===== config.mk =====
export PLATFORM = sky130hd
export DESIGN_NAME = rr_arb8
export DESIGN_NICKNAME = d
export VERILOG_FILES = /design/src/rtl/arb_pkg.sv /design/src/rtl/or8way.sv /design/src/rtl/rr_pick8.sv /design/src/rtl/rr_arb8.sv
export SDC_FILE = /design/constraint.sdc
export NUM_CORES = 1
export LEC_CHECK = 0
export ABC_AREA = 1
export BUFFER_PORTS_ARGS = -buffer_cell sky130_fd_sc_hd__buf_2
export CAP_MARGIN = 20
export CORE_MARGIN = 1
export CORE_UTILIZATION = 52
export CTS_CLUSTER_DIAMETER = 150
export DETAILED_ROUTE_END_ITERATION = 6
export MAX_ROUTING_LAYER = met4
export PLACE_DENSITY_LB_ADDON = 0.1
export SLEW_MARGIN = 20
export SYNTH_ARGS = -nofsm -noshare
export SYNTH_HDL_FRONTEND = slang
export SYNTH_SLANG_ARGS = --single-unit
export TNS_END_PERCENT = 50

===== constraint.sdc =====
create_clock -name clk -period 5 [get_ports clk]
set_input_delay 1.25 -clock clk [delete_from_list [all_inputs] [get_ports clk]]
set_output_delay 1.25 -clock clk [all_outputs]
set_load 0.05 [all_outputs]

===== src/rtl/arb_pkg.sv =====
// Shared types and helpers for the 8-way round-robin arbiter.
package arb_pkg;

    localparam int unsigned N_REQ = 8;

    typedef logic [2:0] req_id_t;

    typedef enum logic {IDLE, GRANT} arb_state_t;

    function automatic logic [N_REQ-1:0] id_to_onehot(req_id_t id);
        logic [N_REQ-1:0] oh;
        oh     = '0;
        oh[id] = 1'b1;
        return oh;
    endfunction

endpackage


===== src/rtl/or8way.sv =====
// Eight-input OR reduction gate.
module or8way (
    input  logic [7:0] a,
    output logic       y
);

    assign y = |a;

endmodule


===== src/rtl/rr_pick8.sv =====
// Combinational rotating priority picker: first set bit of req scanning from start upward mod 8.
module rr_pick8
    import arb_pkg::*;
(
    input  logic [N_REQ-1:0] req,
    input  req_id_t          start,
    output logic             found,
    output req_id_t          id
);

    logic [2*N_REQ-1:0] dbl;
    logic [N_REQ-1:0]   rot;

    always_comb begin
        dbl   = {req, req} >> start;
        rot   = dbl[N_REQ-1:0];
        found = 1'b0;
        id    = start;
        for (int k = 0; k < N_REQ; k++) begin
            if (!found && rot[k]) begin
                found = 1'b1;
                id    = start + req_id_t'(k);
            end
        end
    end

endmodule


===== src/rtl/rr_arb8.sv =====
// Round-robin arbiter for 8 requesters with registered one-hot grant and optional hold timeout.
module rr_arb8
    import arb_pkg::*;
#(
    parameter int unsigned HOLD_MAX = 16
) (
    input  logic             clk,
    input  logic             rst,
    input  logic [N_REQ-1:0] req,
    output logic [N_REQ-1:0] gnt,
    output logic             gnt_valid,
    output req_id_t          gnt_id,
    output logic             preempt
);

    localparam int unsigned CW = (HOLD_MAX > 0) ? $clog2(HOLD_MAX + 1) : 1;
    localparam logic [CW-1:0] HOLD_LAST = (HOLD_MAX == 0) ? '0 : CW'(HOLD_MAX - 1);

    arb_state_t       state_q, state_d;
    req_id_t          ptr_q, ptr_d;
    logic [CW-1:0]    hold_cnt_q, hold_cnt_d;
    logic [N_REQ-1:0] gnt_q, gnt_d;
    req_id_t          gnt_id_q, gnt_id_d;
    logic             preempt_q, preempt_d;

    logic    any_req;
    logic    pick_found;
    req_id_t pick_id;
    req_id_t pick_start;
    req_id_t next_id;
    logic    timeout;

    or8way u_or8way (
        .a (req),
        .y (any_req)
    );

    assign next_id    = gnt_id_q + 3'd1;
    assign pick_start = (state_q == IDLE) ? ptr_q : next_id;

    rr_pick8 u_pick (
        .req   (req),
        .start (pick_start),
        .found (pick_found),
        .id    (pick_id)
    );

    assign timeout = (HOLD_MAX != 0) && (hold_cnt_q == HOLD_LAST);

    always_comb begin
        state_d    = state_q;
        ptr_d      = ptr_q;
        hold_cnt_d = hold_cnt_q;
        gnt_d      = gnt_q;
        gnt_id_d   = gnt_id_q;
        preempt_d  = 1'b0;
        unique case (state_q)
            IDLE: begin
                if (any_req) begin
                    gnt_d      = id_to_onehot(pick_id);
                    gnt_id_d   = pick_id;
                    hold_cnt_d = '0;
                    state_d    = GRANT;
                end
            end
            GRANT: begin
                if (!req[gnt_id_q]) begin
                    ptr_d = next_id;
                    if (any_req && pick_found) begin
                        gnt_d      = id_to_onehot(pick_id);
                        gnt_id_d   = pick_id;
                        hold_cnt_d = '0;
                    end else begin
                        gnt_d   = '0;
                        state_d = IDLE;
                    end
                end else if (timeout) begin
                    // Holder still requests, so the picker always finds someone (possibly itself).
                    ptr_d      = next_id;
                    preempt_d  = 1'b1;
                    gnt_d      = id_to_onehot(pick_id);
                    gnt_id_d   = pick_id;
                    hold_cnt_d = '0;
                end else if (HOLD_MAX != 0) begin
                    hold_cnt_d = hold_cnt_q + 1'b1;
                end
            end
            default: state_d = IDLE;
        endcase
    end

    always_ff @(posedge clk or posedge rst) begin
        if (rst) begin
            state_q    <= IDLE;
            ptr_q      <= '0;
            hold_cnt_q <= '0;
            gnt_q      <= '0;
            gnt_id_q   <= '0;
            preempt_q  <= 1'b0;
        end else begin
            state_q    <= state_d;
            ptr_q      <= ptr_d;
            hold_cnt_q <= hold_cnt_d;
            gnt_q      <= gnt_d;
            gnt_id_q   <= gnt_id_d;
            preempt_q  <= preempt_d;
        end
    end

    assign gnt       = gnt_q;
    assign gnt_valid = |gnt_q;
    assign gnt_id    = gnt_id_q;
    assign preempt   = preempt_q;

endmodule


==> metrics.yaml <==
cts_buffer_depth: 2
synth-simple-area-share_pct: 51.7
htreeDepth: 1
async_flop_share_pct: 100
diodes: 0
viasPerCell: 5.47
seq_area_um2: 526
first_pass_iters: 4
start_util_pct: 56.1
numCtsBuffers: 3
root_buffer: "clkbuf_8"
holdPathStages: 2
drc: 0
synth_top_area_share_pct: 24.8
grt_use_total_pct: 25.8
r2r_cells: 14
synth_top_family_by_area: "simple AND/OR/NAND/NOR gates"
post-cts-setup-buffers: 0
max_cap_viol_count: 0
post_cts_resized: 0
yosysMostFrequentCell: "nand2_1"
grt_max_degree: 22
grt_first_pass_wirelength_um: 8570
timing.final.crit_share_pct: 58.7
coreArea_um2: 3770
syn_inst: 322
io_buffer_count: 22
yosys_warnings: 0
synth_nets: 336
grt_overflow: 0
synth_compound_area_share_pct: 8.10
avgSynthCellArea_um2: 6.57
nets: 356
fillers: 377
multiInputGateArea_um2: 1370
synth_area_um2: 2120
critPathLaunchType: "flop"
utilization_pct: 60.1
yosys-top-cells-area: "dfrtp_1, nand3_1, nand2_1, inv_1, nand2_2"
arrival_ns: 3.14
yosys.area.top_type: "dfrtp_1"
hp-start: "ptr_q[2]"
crit_required_ns: 5.20
critical_path.max_fanout: 18
fin_ws_ns: 2.06
reg2reg_to: "gnt[1]"
ys_seq_elements: 21
hpwl_um: 3830
cts_hold_buffers: 0
yosys.area_share.xor_xnor_pct: 2.48
ys_types: 34
clock_skew_ns: 0.00588
cp-end-kind: "flop"
drive_gt1_share_pct: 18.2
dp_slack_ns: 1.83
fp.dieW_um: 65.8
holdPathEnd: "ptr_q[2]"
fin_crit_ns: 2.94
critPathKind: "flop to flop"
rows: 22
setup_viol: 0
synth-edff-count: 0
final_hold_viol_count: 0
finalSetupTns_ns: 0
outcome: "complete, no violations"
synthMuxAreaShare_pct: 0
ant_nets: 0
synthFlopType: "dfrtp_1"
drtIter0Drc: 171
min_path_type: "flop to flop"
die_area_um2: 4330
relSlewSlack_pct: 43.5
r2r_slack_ns: 2.06
vias: 2128
routabilityCongestion: 0.867
first_global_vias: 1935
max_freq_mhz: 341
ys_top_cells_by_count: "nand2_1, nand3_1, inv_1"
ys_seq_area_share_pct: 24.8
slew_violations: 0
boundaryPins: 23
dieHeight_um: 65.8
antenna_found_initial: 0
synth_fa_ha_area_share_pct: 2.36
wirelength_um: 4900
wl_per_cell_um: 12.6
cts_tree: "done"
clk_pin_slew_worst_paths_ns: 0.08
worstMarginPinSlew_ns: 0.840
clk-insertion-delay-late_ns: 0.26
clock-sinks: 21
reg2reg_from: "gnt_id[0]"
rsz0062_at_grt: "false"
whs_ns: 0.506
syn_to_final_growth_pct: 7.09
-- kinds of logic after synthesis --
family	count (synthesis)
AND/OR/NAND/NOR	215
buffers and inverters	48
AO/OA/AOI/OAI	28
flip-flops	21
XOR/XNOR	6
adder cells (fa/ha/maj)	4
-- sequential cells by signal (all words and copies together), names as in the netlist --
signal / count
gnt: 8
gnt_id: 3
hold_cnt_q: 5
preempt: 1
ptr_q: 3
state_q: 1
-- critical path: stages, from the launching register on --
cell and delay [ns]:
dfrtp_1 0.56, ha_1 0.29, inv_1 0.13, nand2_1 0.08
o21ai_2 0.32, nand3_1 0.21, nand3_1 0.17, nand2_2 0.14
nor2_8 0.18, nand2_4 0.06, nor2_4 0.10, nand4_1 0.17
a21oi_2 0.26, nand3_1 0.11, nand2_1 0.07
-- metal layers --
metal  up-vias  wire (um)  track usage [%]
met1       983       2410             35.7
met5         -          0                -
met3         5        148             1.38
met4         0         34             6.52
met2        38       2310             41.1
li1       1102          -                -
-- through the flow --
step	area, um2	instances
after global routing	2270	389
after global placement	2220	384
after floorplan	2120	322
after detailed placement	2220	384
final	2270	389
after CTS	2260	388
-- worst max path at each step --
stage / start / end / cells after the start
global route: gnt_id[0] / gnt[4] / 17
finish: gnt_id[0] / gnt[1] / 14
global placement: req[0] / gnt[6] / 6
CTS: gnt_id[0] / gnt[0] / 15
floorplan: req[4] / gnt_id[2] / 13
detailed placement: req[1] / gnt[4] / 6
-- layout make-up --
class	count	area share, %
clock inverters	1	0.221
multi-input cells	253	60.3
inverters	40	6.73
flip-flops and latches	21	23.2
clock buffers	3	1.82
well taps	48	2.65
repair buffers	23	5.08
-- cells in the final DEF, fill, tap and decap left out --
| cell type | instances |
|---|---|
| clkinv_2 | 1 |
| dfrtp_1 | 21 |
| a21oi_1 | 7 |
| nor2_1 | 4 |
| o21ai_0 | 12 |
| o21ai_2 | 1 |
| inv_2 | 3 |
| o21a_1 | 1 |
| clkbuf_8 | 3 |
| o21ai_1 | 2 |
| ha_1 | 4 |
| inv_1 | 36 |
| nand2_2 | 11 |
| nor4_1 | 4 |
| xor2_1 | 4 |
| nand3_2 | 6 |
| o31ai_1 | 1 |
| inv_4 | 1 |
| nor2_8 | 1 |
| clkbuf_2 | 1 |
| o21ai_4 | 1 |
| nand2_4 | 5 |
| buf_2 | 22 |
| nand2_1 | 97 |
| a32o_1 | 1 |
| xnor2_1 | 2 |
| nand4_1 | 7 |
| a21boi_0 | 1 |
| nand3_4 | 2 |
| a21oi_2 | 1 |
| or2_0 | 1 |
| nand3_1 | 74 |
| nor2_2 | 1 |
| nor2_4 | 2 |
Power is not shown: default switching activity piles up to over one toggle a cycle in this logic, so the estimate is an artifact.
